--- src/rtl/arcade_rom_loader_if.sv ---
// Download, SDRAM write and BRAM strobe bus of the arcade ROM loader.
// master: data_io / SDRAM controller / BRAM side. slave: the loader itself.
interface arcade_rom_loader_if #(
  parameter int ADDR_W  = 25,
  parameter int REGIONS = 4
);
  logic               ioctl_download;
  logic [7:0]         ioctl_index;
  logic               ioctl_wr;
  logic [ADDR_W-1:0]  ioctl_addr;
  logic [7:0]         ioctl_dout;
  logic               sdram_we;
  logic               sdram_ack;
  logic [ADDR_W-1:0]  sdram_addr;
  logic [15:0]        sdram_din;
  logic [1:0]         sdram_wtbt;
  logic [REGIONS-1:0] region_wr;
  logic [ADDR_W-1:0]  region_addr;
  logic [7:0]         region_data;

  modport master (
    output ioctl_download, ioctl_index, ioctl_wr, ioctl_addr, ioctl_dout, sdram_ack,
    input  sdram_we, sdram_addr, sdram_din, sdram_wtbt, region_wr, region_addr, region_data
  );

  modport slave (
    input  ioctl_download, ioctl_index, ioctl_wr, ioctl_addr, ioctl_dout, sdram_ack,
    output sdram_we, sdram_addr, sdram_din, sdram_wtbt, region_wr, region_addr, region_data
  );
endinterface

--- src/rtl/arcade_rom_loader.sv ---
// ROM download glue: packs data_io bytes into 16-bit SDRAM writes through a
// 2-deep buffer, decodes BRAM windows, and sequences the game core reset.
module arcade_rom_loader #(
  parameter int                          ADDR_W     = 25,
  parameter int                          REGIONS    = 4,
  parameter logic [REGIONS*ADDR_W-1:0]   REGION_END = {25'h10000, 25'h0C000, 25'h08000, 25'h04000},
  parameter logic [7:0]                  DL_INDEX   = 8'd0,
  parameter int                          RESET_HOLD = 1024
) (
  input  logic                clk_sys,
  input  logic                reset,
  input  logic                reset_req,
  arcade_rom_loader_if.slave  bus,
  output logic                rom_loaded,
  output logic                core_reset,
  output logic                overrun
);

  localparam int             CW      = (RESET_HOLD > 1) ? $clog2(RESET_HOLD) : 1;
  localparam logic [CW-1:0]  HOLD_LD = CW'(RESET_HOLD - 1);

  typedef enum logic [2:0] {IDLE, LOAD, DRAIN, HOLD, RUN} state_t;
  typedef struct packed {
    logic [ADDR_W-1:0] addr;
    logic [15:0]       data;
    logic [1:0]        be;
  } word_t;

  state_t             state_q, state_d;
  logic [CW-1:0]      cnt_q, cnt_d;
  logic               loaded_q, loaded_d;
  logic               hv_q, hv_d;
  logic [ADDR_W-1:0]  hva_q, hva_d;
  logic [7:0]         hvd_q, hvd_d;
  word_t              fifo_q [2];
  logic               wp_q, rp_q;
  logic [1:0]         fcnt_q, fcnt_d;
  logic               ovr_q;
  logic [REGIONS-1:0] rwr_q, hit;
  logic [ADDR_W-1:0]  raddr_q, base;
  logic [7:0]         rdata_q;
  logic               acc, pop, room, push, flush_ok;
  word_t              push_w;

  assign acc  = bus.ioctl_download & bus.ioctl_wr & (bus.ioctl_index == DL_INDEX);
  assign pop  = bus.sdram_ack & (fcnt_q != 2'd0);
  // A full buffer can still take a word in the cycle its head is acked.
  assign room = (fcnt_q != 2'd2) | pop;
  // A pending even byte is flushed once the download strobe has dropped.
  assign flush_ok = hv_q & ~acc & ~bus.ioctl_download & ((state_q == LOAD) | (state_q == DRAIN));

  // Byte packing: pair even/odd bytes, emit half words when a pair cannot form.
  always_comb begin
    push   = 1'b0;
    push_w = '0;
    hv_d   = hv_q;
    hva_d  = hva_q;
    hvd_d  = hvd_q;
    if (acc) begin
      if (!bus.ioctl_addr[0]) begin
        if (hv_q) begin
          push   = 1'b1;
          push_w = '{addr: hva_q, data: {8'h00, hvd_q}, be: 2'b01};
        end
        hv_d  = 1'b1;
        hva_d = bus.ioctl_addr;
        hvd_d = bus.ioctl_dout;
      end else if (hv_q && (hva_q[ADDR_W-1:1] == bus.ioctl_addr[ADDR_W-1:1])) begin
        push   = 1'b1;
        push_w = '{addr: hva_q, data: {bus.ioctl_dout, hvd_q}, be: 2'b11};
        hv_d   = 1'b0;
      end else begin
        push   = 1'b1;
        push_w = '{addr: {bus.ioctl_addr[ADDR_W-1:1], 1'b0}, data: {bus.ioctl_dout, 8'h00}, be: 2'b10};
      end
    end else if (flush_ok && room) begin
      push   = 1'b1;
      push_w = '{addr: hva_q, data: {8'h00, hvd_q}, be: 2'b01};
      hv_d   = 1'b0;
    end
  end

  // Next buffer occupancy; a push into a full, unacked buffer is dropped.
  always_comb begin
    fcnt_d = fcnt_q;
    unique case ({push & room, pop})
      2'b10:   fcnt_d = fcnt_q + 2'd1;
      2'b01:   fcnt_d = fcnt_q - 2'd1;
      default: fcnt_d = fcnt_q;
    endcase
  end

  // Buffer pointers, occupancy, half-word latch and sticky overrun.
  always_ff @(posedge clk_sys or posedge reset) begin
    if (reset) begin
      wp_q   <= 1'b0;
      rp_q   <= 1'b0;
      fcnt_q <= 2'd0;
      ovr_q  <= 1'b0;
      hv_q   <= 1'b0;
      hva_q  <= '0;
      hvd_q  <= 8'h00;
    end else begin
      if (pop) rp_q <= ~rp_q;
      if (push && room) wp_q <= ~wp_q;
      if (push && !room) ovr_q <= 1'b1;
      fcnt_q <= fcnt_d;
      hv_q   <= hv_d;
      hva_q  <= hva_d;
      hvd_q  <= hvd_d;
    end
  end

  // Buffer storage; outputs are gated by occupancy so it needs no reset.
  always_ff @(posedge clk_sys) begin
    if (push && room) fifo_q[wp_q] <= push_w;
  end

  // Window decode: window i spans [END[i-1], END[i]) with END[-1] = 0.
  always_comb begin
    logic [ADDR_W-1:0] lo, hi;
    lo   = '0;
    hi   = '0;
    hit  = '0;
    base = '0;
    for (int i = 0; i < REGIONS; i++) begin
      hi = REGION_END[i*ADDR_W +: ADDR_W];
      if ((bus.ioctl_addr >= lo) && (bus.ioctl_addr < hi)) begin
        hit[i] = 1'b1;
        base   = lo;
      end
      lo = hi;
    end
  end

  // Registered BRAM strobe, window-local address and byte.
  always_ff @(posedge clk_sys or posedge reset) begin
    if (reset) begin
      rwr_q   <= '0;
      raddr_q <= '0;
      rdata_q <= 8'h00;
    end else begin
      rwr_q <= acc ? hit : '0;
      if (acc) begin
        raddr_q <= bus.ioctl_addr - base;
        rdata_q <= bus.ioctl_dout;
      end
    end
  end

  // Load / drain / hold / run sequencing of the core reset.
  always_comb begin
    state_d  = state_q;
    cnt_d    = cnt_q;
    loaded_d = loaded_q;
    unique case (state_q)
      IDLE: if (acc) begin
        state_d  = LOAD;
        loaded_d = 1'b0;
      end
      LOAD: if (!bus.ioctl_download) state_d = DRAIN;
      // HOLD starts in the cycle the last word is acked.
      DRAIN: if (acc) begin
        state_d = LOAD;
      end else if (!hv_q && (fcnt_d == 2'd0)) begin
        state_d = HOLD;
        cnt_d   = HOLD_LD;
      end
      HOLD: if (acc) begin
        state_d  = LOAD;
        loaded_d = 1'b0;
      end else if (reset_req) begin
        cnt_d = HOLD_LD;
      end else if (cnt_q == '0) begin
        state_d  = RUN;
        loaded_d = 1'b1;
      end else begin
        cnt_d = cnt_q - 1'b1;
      end
      RUN: if (acc) begin
        state_d  = LOAD;
        loaded_d = 1'b0;
      end else if (reset_req) begin
        state_d = HOLD;
        cnt_d   = HOLD_LD;
      end
      default: state_d = IDLE;
    endcase
  end

  // Sequencer state register.
  always_ff @(posedge clk_sys or posedge reset) begin
    if (reset) begin
      state_q  <= IDLE;
      cnt_q    <= '0;
      loaded_q <= 1'b0;
    end else begin
      state_q  <= state_d;
      cnt_q    <= cnt_d;
      loaded_q <= loaded_d;
    end
  end

  // reset_req reaches the core immediately so the hold covers the whole press.
  assign core_reset     = (state_q != RUN) | reset_req;
  assign rom_loaded     = loaded_q;
  assign overrun        = ovr_q;
  assign bus.sdram_we   = (fcnt_q != 2'd0);
  assign bus.sdram_addr = bus.sdram_we ? fifo_q[rp_q].addr : '0;
  assign bus.sdram_din  = bus.sdram_we ? fifo_q[rp_q].data : 16'h0000;
  assign bus.sdram_wtbt = bus.sdram_we ? fifo_q[rp_q].be   : 2'b00;
  assign bus.region_wr   = rwr_q;
  assign bus.region_addr = raddr_q;
  assign bus.region_data = rdata_q;

endmodule

--- src/flat_wrapper.sv ---
// flat-port wrapper written by rule: the top's interface ports become plain ports
module arcade_rom_loader_flat 
#(
  parameter int                          ADDR_W     = 25,
  parameter int                          REGIONS    = 4,
  parameter logic [REGIONS*ADDR_W-1:0]   REGION_END = {25'h10000, 25'h0C000, 25'h08000, 25'h04000},
  parameter logic [7:0]                  DL_INDEX   = 8'd0,
  parameter int                          RESET_HOLD = 1024
)
  (clk_sys, reset, reset_req, rom_loaded, core_reset, overrun, bus_ioctl_download, bus_ioctl_index, bus_ioctl_wr, bus_ioctl_addr, bus_ioctl_dout, bus_sdram_ack, bus_sdram_we, bus_sdram_addr, bus_sdram_din, bus_sdram_wtbt, bus_region_wr, bus_region_addr, bus_region_data);
  arcade_rom_loader_if #(.ADDR_W(ADDR_W), .REGIONS(REGIONS)) bus_i ();
  input  logic clk_sys;
  input  logic reset;
  input  logic reset_req;
  output logic rom_loaded;
  output logic core_reset;
  output logic overrun;
  input wire logic [$bits(bus_i.ioctl_download)-1:0] bus_ioctl_download;
  input wire logic [$bits(bus_i.ioctl_index)-1:0] bus_ioctl_index;
  input wire logic [$bits(bus_i.ioctl_wr)-1:0] bus_ioctl_wr;
  input wire logic [$bits(bus_i.ioctl_addr)-1:0] bus_ioctl_addr;
  input wire logic [$bits(bus_i.ioctl_dout)-1:0] bus_ioctl_dout;
  input wire logic [$bits(bus_i.sdram_ack)-1:0] bus_sdram_ack;
  output wire logic [$bits(bus_i.sdram_we)-1:0] bus_sdram_we;
  output wire logic [$bits(bus_i.sdram_addr)-1:0] bus_sdram_addr;
  output wire logic [$bits(bus_i.sdram_din)-1:0] bus_sdram_din;
  output wire logic [$bits(bus_i.sdram_wtbt)-1:0] bus_sdram_wtbt;
  output wire logic [$bits(bus_i.region_wr)-1:0] bus_region_wr;
  output wire logic [$bits(bus_i.region_addr)-1:0] bus_region_addr;
  output wire logic [$bits(bus_i.region_data)-1:0] bus_region_data;
  assign bus_i.ioctl_download = bus_ioctl_download;
  assign bus_i.ioctl_index = bus_ioctl_index;
  assign bus_i.ioctl_wr = bus_ioctl_wr;
  assign bus_i.ioctl_addr = bus_ioctl_addr;
  assign bus_i.ioctl_dout = bus_ioctl_dout;
  assign bus_i.sdram_ack = bus_sdram_ack;
  assign bus_sdram_we = bus_i.sdram_we;
  assign bus_sdram_addr = bus_i.sdram_addr;
  assign bus_sdram_din = bus_i.sdram_din;
  assign bus_sdram_wtbt = bus_i.sdram_wtbt;
  assign bus_region_wr = bus_i.region_wr;
  assign bus_region_addr = bus_i.region_addr;
  assign bus_region_data = bus_i.region_data;
  arcade_rom_loader #(.ADDR_W(ADDR_W), .REGIONS(REGIONS), .REGION_END(REGION_END), .DL_INDEX(DL_INDEX), .RESET_HOLD(RESET_HOLD)) u_core (.clk_sys(clk_sys), .reset(reset), .reset_req(reset_req), .bus(bus_i), .rom_loaded(rom_loaded), .core_reset(core_reset), .overrun(overrun));
endmodule
--- config.mk ---
export PLATFORM = sky130hd
export DESIGN_NAME = arcade_rom_loader_flat
export DESIGN_NICKNAME = d
export VERILOG_FILES = /design/src/rtl/arcade_rom_loader_if.sv /design/src/rtl/arcade_rom_loader.sv /design/src/flat_wrapper.sv
export SDC_FILE = /design/constraint.sdc
export NUM_CORES = 1
export LEC_CHECK = 0
export BUFFER_PORTS_ARGS = -buffer_cell sky130_fd_sc_hd__buf_4
export CORE_ASPECT_RATIO = 0.6
export CORE_UTILIZATION = 25
export CTS_BUF_LIST = sky130_fd_sc_hd__clkbuf_4 sky130_fd_sc_hd__clkbuf_8 sky130_fd_sc_hd__clkbuf_16
export CTS_CLUSTER_SIZE = 30
export DETAILED_ROUTE_END_ITERATION = 12
export GPL_ROUTABILITY_DRIVEN = 0
export PLACE_DENSITY_LB_ADDON = 0.25
export REMOVE_ABC_BUFFERS = 1
export SLEW_MARGIN = 40
export SYNTH_ARGS = -nofsm -noshare
export SYNTH_HDL_FRONTEND = slang
export SYNTH_SLANG_ARGS = --single-unit
--- constraint.sdc ---
create_clock -name clk_sys -period 3.75 [get_ports clk_sys]
set_input_delay 0.9375 -clock clk_sys [delete_from_list [all_inputs] [get_ports clk_sys]]
set_output_delay 0.9375 -clock clk_sys [all_outputs]
set_load 0.1 [all_outputs]
### Yosys cells after proc, flatten, opt, wreduce, memory -nomap -nowiden

Memory sizes are Yosys's and may differ from the RTL's.
Cells that the tools add are included.

* input bits: 47
* output and inout bits: 84
* memories: 1
* RAM bits: 86
* bits in registers: 89

* order comparisons: 8
* mux-type cells: 50
* reductions and logical operators: 25
* bitwise logic cells: 15
* equality and inequality tests: 23
* $add $sub $neg: 4

Memories
* u_core.fifo_q: words 2, bits a word 43, rd ports 1, clocked after memory_dff 0, wr ports 1, line arcade_rom_loader.sv:35 `word_t fifo_q [2];`

Operators with widths (number)
* 43-bit two-way mux: 5
* 10-bit two-way mux: 7
* 25-bit by 16-bit greater-or-equal comparator with 1-bit output, second input constant: 2
* 25-bit by 16-bit < comparator with 1-bit output, second input constant: 2
* 16-bit two-way mux: 3
* 10-bit case mux with 3 select lines: 1
* 3-bit two-way mux: 9
* 25-bit by 1-bit greater-or-equal comparator with 1-bit output, second input constant: 1
* 25-bit by 15-bit greater-or-equal comparator with 1-bit output, second input constant: 1
* 25-bit by 15-bit < comparator with 1-bit output, second input constant: 1
* 25-bit by 17-bit < comparator with 1-bit output, second input constant: 1
* 25-bit two-way mux: 1
* 25-bit by 16-bit subtractor with 25-bit output: 1
* 24-bit == test: 1
* 1-bit two-way mux: 18
* 15-bit two-way mux: 1
* 3-bit case mux with 5 select lines: 1
* 2-bit != test, second input constant: 7
* 10-bit zero test: 1
* 10-bit by 1-bit subtractor with 10-bit output, second input constant: 1
* 1-bit logical AND: 9
* 3-bit by 2-bit != test with 1-bit output, second input constant: 3
* 3-bit != test, second input constant: 3
* 8-bit zero test: 1
* 26 further kinds: 44

### Logic depth before layout (Yosys ltp)

* depth after elaboration: 17
* depth in mapped cells: 12
* mapped depth without buffers: 11

### Least setup slack after synthesis

Ideal clock, no wire load.

* kind: input-to-reg
* start point: input bus_ioctl_index[3]
* end point: memory u_core.fifo_q[0][0] in the netlist's numbering (enable)
* stages: 5
* data arrival time: 3.543 ns
* setup slack: -0.234 ns
* cell sequence: nor4_1 and3_1 o21ai_0 a21o_1 nor2_1

* longest elaborated chain between the ends: 12

RTL lines
* start, declared: line flat_wrapper.sv:19 `input wire logic [$bits(bus_i.ioctl_index)-1:0] bus_ioctl_index;`
* 8-bit zero test *: line arcade_rom_loader.sv:45 `assign acc = bus.ioctl_download & bus.ioctl_wr & (bus.ioctl_index == DL_INDEX);`
* 1-bit bitwise AND *: line arcade_rom_loader.sv:45
* 1-bit NOT: line arcade_rom_loader.sv:50 `assign flush_ok = hv_q & ~acc & ~bus.ioctl_download & ((state_q == LOAD) | (state_q == DRAIN));`
* 1-bit bitwise AND (3 in series): line arcade_rom_loader.sv:50
* 1-bit logical AND: line arcade_rom_loader.sv:76 `end else if (flush_ok && room) begin`
* 1-bit two-way mux: line arcade_rom_loader.sv:76
* 1-bit two-way mux *: line arcade_rom_loader.sv:59 `if (acc) begin`
* 1-bit logical AND *: line arcade_rom_loader.sv:116 `if (push && room) fifo_q[wp_q] <= push_w;`
* 1-bit two-way mux *: line arcade_rom_loader.sv:116
* 1-bit two-way mux (implied by the code) *: line arcade_rom_loader.sv:116
* end, declared: line arcade_rom_loader.sv:35

Every way passes the cells marked *; elsewhere a longest branch is shown, timed or not.

### Worst setup path after layout

* start point: input bus_ioctl_index[1]
* end point: register u_core.cnt_q[7]

* longest elaborated chain between the ends: 16
* elaborated cells between the ends (all ways): 20

RTL lines
* 8-bit zero test *: line arcade_rom_loader.sv:45
* 1-bit bitwise AND *: line arcade_rom_loader.sv:45
* 1-bit NOT: line arcade_rom_loader.sv:50
* 1-bit bitwise AND (3 in series): line arcade_rom_loader.sv:50
* 1-bit logical AND: line arcade_rom_loader.sv:76
* 1-bit two-way mux: line arcade_rom_loader.sv:76
* 1-bit two-way mux: line arcade_rom_loader.sv:59
* 1-bit bitwise AND: line arcade_rom_loader.sv:86 `unique case ({push & room, pop})`
* 2-bit by 1-bit == test with 1-bit output or 2-bit == test (tied branches): line arcade_rom_loader.sv:86
* 2-bit case mux with 2 select lines: line arcade_rom_loader.sv:86
* 2-bit zero test: line arcade_rom_loader.sv:165 `end else if (!hv_q && (fcnt_d == 2'd0)) begin`
* 1-bit logical AND: line arcade_rom_loader.sv:165
* 2-bit != test (no source line)
* 7-bit AND reduction (no source line) *
* end signal, assigned: line arcade_rom_loader.sv:199 `cnt_q <= cnt_d;`
* end, declared: line arcade_rom_loader.sv:30 `logic [CW-1:0] cnt_q, cnt_d;`

Marked as above.
A chain may end at the register's enable or synchronous reset.

==> impl_metrics.csv <==
group,metric,value,unit
drt,vias,5265,
synthesis,mappedNetlistArea,7780,um^2
cts,clock_latency,0.44,ns
outcome,status,"finished, final reports clean",
timing,fmax,317,MHz
floorplan,die_y,139,um
critical_path,crit_slowest_cell,"nor4bb_1",
timing,skew,0.0100,ns
drt,drc,0,
critical_path,cp_max_fo,10,
placed_design,port_buffers,129,
drt,totalWireLength,20800,um
synthesis,synth_edf_count,84,
synthesis,netlist.area_leader.share,32.4,%
placed_design,hpwlAfterDp,13800,um
synthesis,ys_warn_count,0,
floorplan,ioPinCount,131,
timing,worst-slew-pin-transition,0.547,ns
grt,grt_pass1_wl,31900,um
power,power_density,521,nW/um^2
timing,slew_viol_final,0,
cts,cts_buffers,17,
synthesis,synth_compound_area_share,6.66,%
timing,setup_viol,0,
timing,hold_viol,0,
drt,first_iter_violations,305,
grt,grt_use_total,13.5,%
critical_path,worstPathCellList,"buf_4 > nor4bb_1 > and3_2 > o21ai_0 > a21o_1 > ha_1 > nor2b_1 > a22oi_1 > or3_1 > a31oi_1 > buf_4 > o21ai_0 > o21ai_0",
critical_path,cpPeakStageDelay,0.39,ns
critical_path,worstSetupStartpointType,"input pin",
job,maxCapViolations,0,
synthesis,async_flop_share,51.4,%
synthesis,ys_types,51,
floorplan,initial_core_util,25.7,%
synthesis,synth_top_family_by_area,"simple AND/OR/NAND/NOR gates",
drt,vias_per_cell,4.35,
synthesis,synth-xor-area-share,4.39,%
floorplan,dieArea,31900,um^2
synthesis,netlist_instances,654,
cells_and_area,final_cell_mix,"147 x buf_4, 96 x nand2_1, 88 x dfrtp_1",
floorplan,fp.coreArea,30300,um^2
synthesis,ys_ff_latch,173,
cells_and_area,post-route-util,32.9,%
timing,rsz0062_at_grt,"false",
cts,cts_resized,0,
grt,grt_max_degree,56,
drt,dr.pass1.iters,5,
cells_and_area,layout_commonest_cell,"buf_4",
critical_path,crit_arrival,3.51,ns
synthesis,synthAdderAreaFrac,0.900,%
synthesis,synth_area_leaders,"edfxtp_1 32%, dfrtp_1 29%, mux2i_1 5.5%, mux2_2 4.6%, nand2_1 4.6%",
cts,cts.sinks,173,
cts,postCtsSetupRepairBufs,0,
synthesis,yosysSeqAreaShare,61.0,%
grt,grt_pass1_vias,5142,
cells_and_area,final_layout_size_suffix_gt1_share,29.0,%
drt,wire_per_inst,17.2,um
cells_and_area,fillCellCount,3100,
timing,fin_ws,0.597,ns
cts,h-tree-depth,4,
cells_and_area,nets,842,
floorplan,fp.dieW,230,um
critical_path,path_common_cell,"o21ai_0",
grt,antenna_found_initial,0,
drt,ant_nets,0,
timing,relSlewSlack,63.3,%
grt,grt_overflow,0,
power,leakage,4.59,nW
cts,cts_buffer_depth,2,
cells_and_area,num_antenna_cells,0,
cts,clkSlewWorstSetupHoldPaths,0.07,ns
cts,ctsHoldBuffers,0,
timing,period_minus_slack,3.15,ns
cells_and_area,area_growth,28.0,%
cts,cts_tree,"yes",
placed_design,dp_slack,0.136,ns
power,vdd_ir_drop_max,296,uV
synthesis,synth.avg_cell_area,11.9,um^2
critical_path,crit_required,4.11,ns
critical_path,critical_path_class,"input pin to flip-flop",
cts,cts_root_buf,"clkbuf_16",
floorplan,rows,49,
synthesis,synth_top_flop_cell,"dfrtp_1",
timing,min_period_over_period,84.1,%
synthesis,synth-simple-area-share,13.8,%
synthesis,yosysTopAreaCell,"edfxtp_1",
synthesis,synthMuxAreaShare,10.2,%
critical_path,endpoint_kind,"flip-flop",
hold_path,hp-class,"flip-flop to flip-flop",
-- kinds of logic after synthesis --
| logic type | after synthesis |
|---|---|
| AOI/OAI and AO/OA | 75 |
| xor gates and xnor gates | 39 |
| adders and majority gates | 5 |
| buffers and inverters | 50 |
| DFF | 173 |
| muxes | 75 |
| other | 1 |
| and+or+nand+nor | 236 |
-- cell usage after synthesis, drive strengths merged (8+ instances only) --
cell    number
nand2       96
xor2        17
nor2        66
o21ai       28
nor3        15
and3        11
mux2        32
clkbuf      20
buf         16
dfrtp       89
inv         14
mux2i       43
and2        11
a22o        22
xnor2       22
edfxtp      84
nor4         8
-- report_power, final --
| part | internal, mW | total [mW] | switching, mW | leakage, nW |
|---|---|---|---|---|
| clock network | 1.01 | 1.76 | 0.753 | 0.296 |
| registers | 2.06 | 2.19 | 0.134 | 2.13 |
| logic | 0.398 | 1.24 | 0.841 | 2.16 |
| total | 3.46 | 5.19 | 1.73 | 4.59 |
-- final cells by class --
type	count	area, um^2	share of cell area, %
clock buffer	27	548	5.50
clock inverter	5	30.0	0.301
inverter	14	55.1	0.552
multi-input combinational	431	2850	28.6
sequential	173	4750	47.7
tap	408	510	5.12
timing repair buffer	153	1220	12.3
-- per-stage QoR --
step | instances | power, mW | hold WS [ns] | setup TNS [ns] | cell area [um^2]
floorplan | 618 | 3.07 | 0.465 | -117.15 | 7600
global placement | 1179 | 3.48 | 0.461 | 0 | 9390
detailed placement | 1179 | 3.49 | 0.464 | 0 | 9390
CTS | 1211 | 5.27 | 0.482 | 0 | 9960
global route | 1211 | 5.43 | 0.500 | 0 | 9960
finish | 1211 | 5.19 | 0.475 | 0 | 9960
-- path summary, 6_finish.rpt --
| kind | startpoint | endpoint | slack, ns | depth (start not counted) |
|---|---|---|---|---|
| max in group asynchronous | reset | u_core.rp_q | 2.51 | 3 |
| min in group asynchronous | reset | u_core.bus.region_addr[23] | 0.54 | 2 |
| worst min-delay path | u_core.bus.region_data[6] | u_core.bus.region_data[6] | 0.48 | 2 |
| worst max register to register | u_core.state_q[0] | u_core.cnt_q[7] | 1.08 | 11 |
| worst min register to register | u_core.bus.region_data[6] | u_core.bus.region_data[6] | 0.48 | 2 |
| worst max-delay path | bus_ioctl_index[1] | u_core.cnt_q[7] | 0.60 | 13 |
-- state kept, by name (all words and copies together) (netlist names) --
register	count
u_core.overrun	1
u_core.bus.region_wr	4
u_core.bus.region_data	8
u_core.bus.region_addr	25
u_core.hvd_q	8
u_core.fcnt_q	2
u_core.hv_q	1
u_core.rom_loaded	1
u_core.wp_q	1
u_core.rp_q	1
u_core.state_q	3
u_core.cnt_q	10
u_core.hva_q	24
u_core.fifo_q	84
-- worst max-delay path, delay by kind of cell --
kind / cells / cell delay (ns)
buf+inv: 2 / 0.32
simple gates: 4 / 1.09
compound gates: 6 / 0.84
fa+ha+maj: 1 / 0.33
-- routing by layer --
layer | vias to the layer above | wire [um] | track usage, %
met4 | 0 | 224 | 4.08
met5 | - | 0 | 0
met2 | 112 | 9280 | 20.2
li1 | 2579 | - | -
met1 | 2561 | 10400 | 18.9
met3 | 13 | 906 | 3.56
Note: power is estimated with default switching activity, not from simulation.
